--- src/rtl/shift_frame_ctrl.sv ---
// Serial-to-parallel frame sequencer: counts d_en-qualified bits into W-bit words
// and hands each word to a consumer through a one-entry valid/ready output register.
module shift_frame_ctrl #(
    parameter int W         = 8,
    parameter bit MSB_FIRST = 1'b1
) (
    input  logic                     clk,
    input  logic                     rst,
    input  logic                     start,
    input  logic                     d,
    input  logic                     d_en,
    output logic [W-1:0]             q,
    output logic                     q_valid,
    input  logic                     q_ready,
    output logic                     busy,
    output logic                     overrun,
    output logic [$clog2(W+1)-1:0]   bit_cnt
);

    localparam int CW = $clog2(W+1);

    typedef enum logic {IDLE, SHIFT} state_t;

    state_t         state, state_n;
    logic [W-1:0]   sr, sr_n, sr_base, shifted;
    logic [CW-1:0]  cnt_n;
    logic           capture, complete, load;

    // start discards any partial word, so the shift operates on an empty register
    always_comb begin
        state_n  = state;
        sr_n     = sr;
        cnt_n    = bit_cnt;
        complete = 1'b0;
        sr_base  = start ? '0 : sr;
        shifted  = MSB_FIRST ? {sr_base[W-2:0], d} : {d, sr_base[W-1:1]};
        capture  = d_en && (start || state == SHIFT);

        if (start) begin
            state_n = SHIFT;
            sr_n    = capture ? shifted : '0;
            cnt_n   = capture ? CW'(1) : '0;
        end else if (state == SHIFT && d_en) begin
            sr_n = shifted;
            if (bit_cnt == CW'(W-1)) begin
                complete = 1'b1;
                state_n  = IDLE;
                cnt_n    = '0;
            end else begin
                cnt_n = bit_cnt + CW'(1);
            end
        end

        load = complete && (!q_valid || q_ready);
    end

    always_ff @(posedge clk or posedge rst) begin
        if (rst) begin
            state   <= IDLE;
            sr      <= '0;
            bit_cnt <= '0;
            busy    <= 1'b0;
            q       <= '0;
            q_valid <= 1'b0;
            overrun <= 1'b0;
        end else begin
            state   <= state_n;
            sr      <= sr_n;
            bit_cnt <= cnt_n;
            busy    <= (state_n == SHIFT);
            if (load) begin
                q       <= shifted;
                q_valid <= 1'b1;
            end else if (complete) begin
                // slot still full and not being drained: the new word is lost
                overrun <= 1'b1;
            end else if (q_ready) begin
                q_valid <= 1'b0;
            end
        end
    end

endmodule

--- config.mk ---
export PLATFORM = sky130hd
export DESIGN_NAME = shift_frame_ctrl
export DESIGN_NICKNAME = d
export VERILOG_FILES = /design/src/rtl/shift_frame_ctrl.sv
export SDC_FILE = /design/constraint.sdc
export NUM_CORES = 1
export LEC_CHECK = 0
export CAP_MARGIN = 20
export CORE_MARGIN = 4
export CORE_UTILIZATION = 35
export DETAILED_ROUTE_END_ITERATION = 8
export SKIP_CTS_REPAIR_TIMING = 1
export SYNTH_ARGS = -nofsm -noshare
export SYNTH_HDL_FRONTEND = slang
export SYNTH_SLANG_ARGS = --single-unit
--- constraint.sdc ---
create_clock -name clk -period 4.69 [get_ports clk]
set_input_delay 0.7035 -clock clk [delete_from_list [all_inputs] [get_ports clk]]
set_output_delay 0.7035 -clock clk [all_outputs]
set_load 0.03 [all_outputs]
# Yosys cells after proc, flatten, opt, wreduce, memory -nomap -nowiden
# Cells that the tools add are included.
dict set report totals {
  ff_bits 22
  out_inout_bits 15
  wordCells 39
}
dict set report op_classes {
  addsub 1
  n_eq_ne 2
  mux 17
  bitwise 1
  reduce_logical 12
}
# operator count
set op_table {}
lappend op_table {{7-bit 2-to-1 mux} 4}
lappend op_table {{4-bit 2-to-1 mux} 3}
lappend op_table {{1-bit 2-to-1 mux} 10}
lappend op_table {{2-bit AND reduction} 3}
lappend op_table {{2-bit nonzero test} 3}
lappend op_table {{4-bit by 1-bit adder with 4-bit output (second input constant)} 1}
lappend op_table {{4-bit by 3-bit equality test with 1-bit output (second input constant)} 1}
lappend op_table {{1-bit logical AND} 3}
lappend op_table {{1-bit logical OR} 2}
lappend op_table {{2-bit by 1-bit != test with 1-bit output (second input constant)} 1}
lappend op_table {{1-bit logical NOT} 1}
lappend op_table {{1-bit NOT} 1}

# Longest topological paths before layout
# Gate-level depths: netlist (run 1).
dict set report depth {
  depth_word 7
  depth_mapped 5
  depth_no_buf 4
}

# Least setup slack after synthesis (run 1)
# No wires, ideal clock.
dict set report synth_path {
  kind {in2reg}
  startpoint {input q_ready}
  endpoint {register q[0]}
  setup_time_ns 0.125
  t_arrival_ns 1.730
  slack_ns 2.835
  path_stages 3
  n_path_buf 0
  path_cell_list {and2b_1 > nor4_4 > mux2_2}
}
dict set report synth_via {
  elab_chain_len 2
}
# item line_no
set synth_lines {}
lappend synth_lines {{start, declared} 14} ;# input logic q_ready,
lappend synth_lines {{1-bit logical OR} 54} ;# load = complete && (!q_valid || q_ready);
lappend synth_lines {{1-bit logical AND} 54}
lappend synth_lines {{end signal, assigned} 72} ;# q <= shifted;
lappend synth_lines {{end, declared} 12} ;# output logic [W-1:0] q,
# No other way between the ends.
# A chain may end at the register's enable or synchronous reset.

# Final worst setup path (run 1)
dict set report layout_path {
  startpoint {input start}
  endpoint {register q[4]}
}
dict set report layout_via {
  elab_chain_len 2
  word_cells_on_any_way 3
}
# item line_no
set layout_lines {}
lappend layout_lines {{start, declared} 9} ;# input logic start,
lappend layout_lines {{1-bit 2-to-1 mux} 39} ;# if (start) begin
lappend layout_lines {{1-bit logical AND} 54}
# Several ways; a longest one is shown, not always the timed one.

==> results of run 1 <==
-- cells by family (layout without fill, tap and decap cells) --
kind of cell | count (synthesis) | count (layout)
AND/OR/NAND/NOR | 37 | 37
buffers and inverters | 6 | 25
flip-flops | 22 | 22
XOR/XNOR | 1 | 1
adder cells (fa/ha/maj) | 1 | 1
AO/OA/AOI/OAI | 13 | 13
multiplexers | 8 | 8
-- worst paths after layout --
kind / from / to / cells past startpoint
worst max-delay path: start / q[4]$_DFFE_PP0P_ / 3
worst min-delay path: overrun$_DFFE_PP0P_ / overrun$_DFFE_PP0P_ / 1
worst max register to register: bit_cnt[0]$_DFFE_PP0P_ / q[4]$_DFFE_PP0P_ / 4
worst min register to register: overrun$_DFFE_PP0P_ / overrun$_DFFE_PP0P_ / 1
max in group asynchronous: rst / sr[4]$_DFFE_PP0P_ / 2
min in group asynchronous: rst / overrun$_DFFE_PP0P_ / 2
-- worst max-delay path, cell delays in order --
cell                              delay [ns]
sky130_fd_sc_hd__clkdlybuf4s50_1        0.75
sky130_fd_sc_hd__nor4_4                 0.67
sky130_fd_sc_hd__mux2_2                 0.40
-- stage by stage --
| stage | hold slack, ns | std cells | util, % | area (um^2) |
|---|---|---|---|---|
| after global routing | 0.499 | 137 | 47.4 | 1220 |
| final | 0.475 | 137 | 47.4 | 1220 |
| after floorplan | 0.465 | 88 | - | 982 |
| after CTS | 0.482 | 137 | 47.4 | 1220 |
| after detailed placement | 0.445 | 134 | 46.5 | 1190 |
| after global placement | 0.451 | 134 | 46.5 | 1190 |
-- registers in the layout (all words and copies together) (netlist names) --
name and count:
bit_cnt 4, q 8, state 1, sr 7
q_valid 1, overrun 1
-- layout make-up --
cell class	instances	area, um^2	area share [%]
sequential	22	551	45.3
multi-input combinational	60	398	32.7
timing repair buffer	20	200	16.5
tap	30	37.5	3.09
clock buffer	3	22.5	1.85
inverter	2	7.51	0.617
-- cell usage in the layout (no fill, tap or decap), drive strengths merged --
master / Yosys / routed
inv: 2 / 2
o21ai: 2 / 2
or4: 1 / 1
clkbuf: 2 / 3
a21oi: 9 / 9
a21o: 1 / 1
ha: 1 / 1
and2: 1 / 1
xnor2: 1 / 1
nand3b: 1 / 1
mux2: 8 / 8
clkdlybuf4s50: 0 / 20
a22oi: 1 / 1
nor2: 3 / 3
nand2: 18 / 18
nand4: 1 / 1
and2b: 7 / 7
nor3: 1 / 1
nand3: 1 / 1
nand4b: 1 / 1
dfrtp: 22 / 22
nor4: 1 / 1
or2: 1 / 1
-- power groups by stage --
| stage | Combinational, W | Clock, W | Sequential, W |
|---|---|---|---|
| floorplan | 0.0000182 | 0 | 0.000207 |
| global placement | 0.0000369 | 0 | 0.000202 |
| detailed placement | 0.0000373 | 0 | 0.000202 |
| CTS | 0.0000374 | 0.0000868 | 0.000198 |
| global route | 0.0000408 | 0.0000959 | 0.000199 |
| finish | 0.0000365 | 0.0000831 | 0.000198 |
-- cell usage after synthesis (all sizes together) --
library cell	instances	area, um^2
a21o	1	7.51
a21oi	9	45.0
a22oi	1	7.51
and2	1	6.26
and2b	7	60.1
buf	2	18.8
clkbuf	2	7.51
dfrtp	22	551
ha	1	12.5
inv	2	7.51
mux2	8	90.1
nand2	18	70.1
nand3	1	5.00
nand3b	1	7.51
nand4	1	6.26
nand4b	1	8.76
nor2	3	11.3
nor3	1	5.00
nor4	1	21.3
o21ai	2	10.0
or2	1	6.26
or4	1	8.76
xnor2	1	8.76
-- metal layers --
layer / part of all wire (%) / vias to the layer above / wire (um)
li1: - / 340 / -
met1: 46 / 329 / 789
met2: 46 / 21 / 787
met3: 6.7 / 2 / 114
met4: 0.59 / 0 / 10
met5: 0 / - / 0
==> impl_metrics.toml, run 1 <==
[power]
max-vdd-ir-drop_mv = 0.236
p_sw_w = 0.0000785
power-per-cell-area_nw_per_um2 = 261
power_report.internal_total_w = 0.000239
combPwrFrac_pct = 11.5
clock_network_power_share_pct = 26.2
power.share.sequential_pct = 62.4
power_w = 0.000318
switching_share_pct = 24.7
power_leakage_nw = 0.550

[clock_network]
worst_skew_pair.late_latency_ns = 0.30
cts.clk_slew.worst_paths_ns = 0.11
cts.path.max_buffers = 2
root_buffer_cell = "sky130_fd_sc_hd__clkbuf_4"
tritoncts = "done"
numCtsBuffers = 3
cts.sink_count = 22
number_of_h_tree_levels = 1

[grt]
pin_count_of_the_biggest_net_entering_global_routing = 23
wire_length_of_the_first_global_routing_pass_um = 3060
grt_antenna_before_repair = 0
grt_util_met3_pct = 4.47
grt_util_all_layers_pct = 11.1
grt_remaining_overflow = 0
grt_met1_usage_pct = 14.3
via_count_of_the_first_global_routing_pass = 666
routing_usage_on_met2_pct = 17.9
grt.busiest_layer = "met2"

[synth]
synth_compound_area_share_pct = 7.13
synth_seq_cells = 22
synth_adder_area_share_pct = 1.27
synthCells = 88
largest_family_of_logic_cells_by_synthesized_area = "simple AND/OR/NAND/NOR gates"
post_synth_num_cell_types = 26
synth_seq_area_share_pct = 56.1
syn-mean-instance-area_um2 = 11.2
synth_area_um2 = 982
synthMuxAreaShare_pct = 9.17
postSynthNetCount = 95
synth_xor_area_share_pct = 0.892
post_synth_and_or_nand_nor_area_fraction_pct = 22.0
ys_warn_count = 0

[timing]
maxSlewViolCount = 0
fmaxAchievable_mhz = 428
period_minus_slack_ns = 2.34
worst-slew-pin-transition_ns = 0.810
finalSetupViolations = 0
final.setup_skew_ns = 0.00301
layout_worst_path_cycle_share_pct = 49.8
hold_viol_final = 0
relSlewSlack_pct = 45.9
fin_tns_setup_ns = 0
rsz0062_at_grt = "no"
post-route-worst-setup-slack_ns = 2.35

[route]
finalWirelength_um = 1700
drt_iter0_markers = 11
route.detailed.wl_per_inst_um = 12.4
post-route-drc-count = 0
viasPerCell = 5.05
ant_nets = 0
dr.pass1.iters = 4
routed-via-count = 692

[floorplan]
die-height_um = 61.0
core.rowCount = 18
ios = 21
initial_utilization_pct = 38.3
die_w_um = 61.0
core_area_um2 = 2570
design.die.area_um2 = 3720

[worst_setup_path]
critPathRequiredTime_ns = 4.88
critical_path_arrival_ns = 2.53
critical_path_class = "in -> reg"
rrSetupSlack_ns = 2.83
critPathMaxFanout = 20
critical_path.startpoint_type = "input pin"
endpoint_kind = "flip-flop"

[flow_run]
max-cap-violations = 0

[placed_design]
dp.final_hpwl_um = 1250
post-place-ws_ns = 2.00
routabilityCongestion = 0.708
number_of_i_o_port_buffers = 20

[cells_and_area]
nNetsFinal = 116
post_route_cells_drive_above_1_share_pct = 19.6
fillCellCount = 248
layout-area-overhead-vs-synth_pct = 23.8
antenna-diode-count = 0

[status]
run_status = "finished, final reports clean"

[worst_hold_path]
min-delay-path-class = "reg -> reg"
No activity file was read; power rests on OpenSTA's default activity.
==> run 2, diff against run 1 <==
==> constraint.sdc (replaced) <==
create_clock -name clk -period 2.1 [get_ports clk]
set_input_delay 0.315 -clock clk [delete_from_list [all_inputs] [get_ports clk]]
set_output_delay 0.315 -clock clk [all_outputs]
set_load 0.03 [all_outputs]
==> run 2 against run 1 <==
  * Die area did not move
  * Hold slack lost 0.16 ns
  * Via count up 2.3%
  * Clock skew up 0.0022 ns
  * Critical path type is now reg -> out
  * Largest cell class unchanged
  * Cell count rose by 4.4%
  * Sequential power grew 120%
  * Clock power rose to 2.9 times the previous value
==> impl_metrics.toml, run 2 (same netlist as run 1, synthesis figures left out) <==
[cells_and_area]
regMostFlops = "q"
antenna-diode-count = 0
largest_reg_flops = 8
nNetsFinal = 121
post_route_cells_drive_above_1_share_pct = 23.9
layout-area-overhead-vs-synth_pct = 29.0
final_common_cell = "sky130_fd_sc_hd__dfrtp_1"
commonest_non_fill_non_tap_cells_in_the_layout = "22 x sky130_fd_sc_hd__dfrtp_1, 20 x sky130_fd_sc_hd__clkdlybuf4s50_1, 17 x sky130_fd_sc_hd__nand2_1"
biggestRegsByFlops = "q: 8 flops, sr: 7 flops, bit_cnt: 4 flops"
fillCellCount = 253

[grt]
pin_count_of_the_biggest_net_entering_global_routing = 23
grt_antenna_before_repair = 0
grt_util_all_layers_pct = 12.4
grt_remaining_overflow = 0
wire_length_of_the_first_global_routing_pass_um = 3360
via_count_of_the_first_global_routing_pass = 787

[route]
dr.pass1.iters = 6
finalWirelength_um = 1870
route.detailed.wl_per_inst_um = 13.1
post-route-drc-count = 0
routed-via-count = 708
viasPerCell = 4.95
drt_iter0_markers = 10
ant_nets = 0

[worst_setup_path]
critical_path_class = "reg -> out"
critical_path_arrival_ns = 1.52
critPathBufInv = 1
setup.worst_path.start = "state$_DFFE_PP0P_"
critPathRequiredTime_ns = 1.78
critPathMaxFanout = 8
endpoint_kind = "output pin"
slowest_delay_ns = 0.72
delay_heaviest_family_cp = "buffers and inverters"
critical_path.startpoint_type = "flip-flop"
worstPathCellList = "clkdlybuf4s50_1"
timing.rr.start = "bit_cnt[0]$_DFFE_PP0P_"
critical_path.slowest_cell = "sky130_fd_sc_hd__clkdlybuf4s50_1"

[timing]
maxSlewViolCount = 0
final.setup_skew_ns = 0.00521
hold_viol_final = 0
finalSetupViolations = 0
rsz0062_at_grt = "no"
layout_worst_path_cycle_share_pct = 87.3
relSlewSlack_pct = 75.4
worst-slew-pin-transition_ns = 0.368
fin_tns_setup_ns = 0
final.hold.worst_slack_ns = 0.319
period_minus_slack_ns = 1.83
fmaxAchievable_mhz = 545

[worst_hold_path]
min-delay-path-class = "in -> async"

[clock_network]
cts.clk_slew.worst_paths_ns = 0.13
cts.sink_count = 22
cts.path.max_buffers = 2
number_of_h_tree_levels = 1
worst_skew_pair.late_latency_ns = 0.31
numCtsBuffers = 3
root_buffer_cell = "sky130_fd_sc_hd__clkbuf_4"
tritoncts = "done"

[flow_run]
max-cap-violations = 0

[power]
max-vdd-ir-drop_mv = 0.360
power_leakage_nw = 0.581
power-per-cell-area_nw_per_um2 = 607
power_w = 0.000769

[floorplan]
design.die.area_um2 = 3720
initial_utilization_pct = 38.3
die-height_um = 61.0
ios = 21
die_w_um = 61.0
core_area_um2 = 2570
core.rowCount = 18

[placed_design]
number_of_i_o_port_buffers = 20
dp.final_hpwl_um = 1350
routabilityCongestion = 0.775

[status]
run_status = "finished, final reports clean"
[run 2: changes by cell type in the layout (fill, tap and decap cells not counted)]
| cell | change |
|---|---|
| sky130_fd_sc_hd__clkbuf_8 | +1 |
| sky130_fd_sc_hd__buf_4 | +5 |
[run 2: metrics by stage]
step / setup slack (ns) / utilization (%) / cell area, um^2 / instances
global placement: 0.222 / 48.0 / 1230 / 139
floorplan: 0.251 / - / 982 / 88
CTS: 0.255 / 49.4 / 1270 / 143
global route: 0.154 / 49.4 / 1270 / 143
detailed placement: 0.198 / 48.0 / 1230 / 139
finish: 0.266 / 49.4 / 1270 / 143
[run 2: per-layer routing]
metal  share of wire [%]  vias to the layer above  track usage (%)
met3                 4.3                        2             3.19
met4                0.43                        0             5.57
li1                    -                      344                -
met2                  49                       15             20.5
met1                  46                      347             15.4
met5                   0                        -                0
[run 2: worst reg2reg max path: stages, from the launching register on]
cell	delay, ns
sky130_fd_sc_hd__dfrtp_1	0.43
sky130_fd_sc_hd__ha_1	0.21
sky130_fd_sc_hd__nand3b_1	0.18
sky130_fd_sc_hd__nor4_4	0.24
sky130_fd_sc_hd__buf_4	0.21
sky130_fd_sc_hd__mux2_2	0.34
[run 2: final timing paths]
check	to	slack (ns)	depth (start not counted)
max in group asynchronous	bit_cnt[1]$_DFFE_PP0P_	1.56	3
hold reg to reg	overrun$_DFFE_PP0P_	0.49	1
setup reg to reg	q[4]$_DFFE_PP0P_	0.39	5
hold / removal	q_valid$_DFFE_PP0P_	0.32	3
min in group clk	overrun$_DFFE_PP0P_	0.49	1
setup / recovery	busy	0.27	1
[run 2: final cells by class]
cell class | count | area, um^2 | share of cell area [%]
Timing Repair Buffer | 25 | 238 | 18.8
Tap cell | 30 | 37.5 | 2.96
Clock buffer | 4 | 36.3 | 2.86
Inverter | 2 | 7.51 | 0.592
Multi-Input combinational cell | 60 | 398 | 31.4
Sequential cell | 22 | 551 | 43.4
[run 2: power by group]
group	internal, W	switching (W)
Combinational	0.0000388	0.0000501
Sequential	0.000433	0.00000921
Clock	0.000106	0.000132
Total	0.000578	0.000191
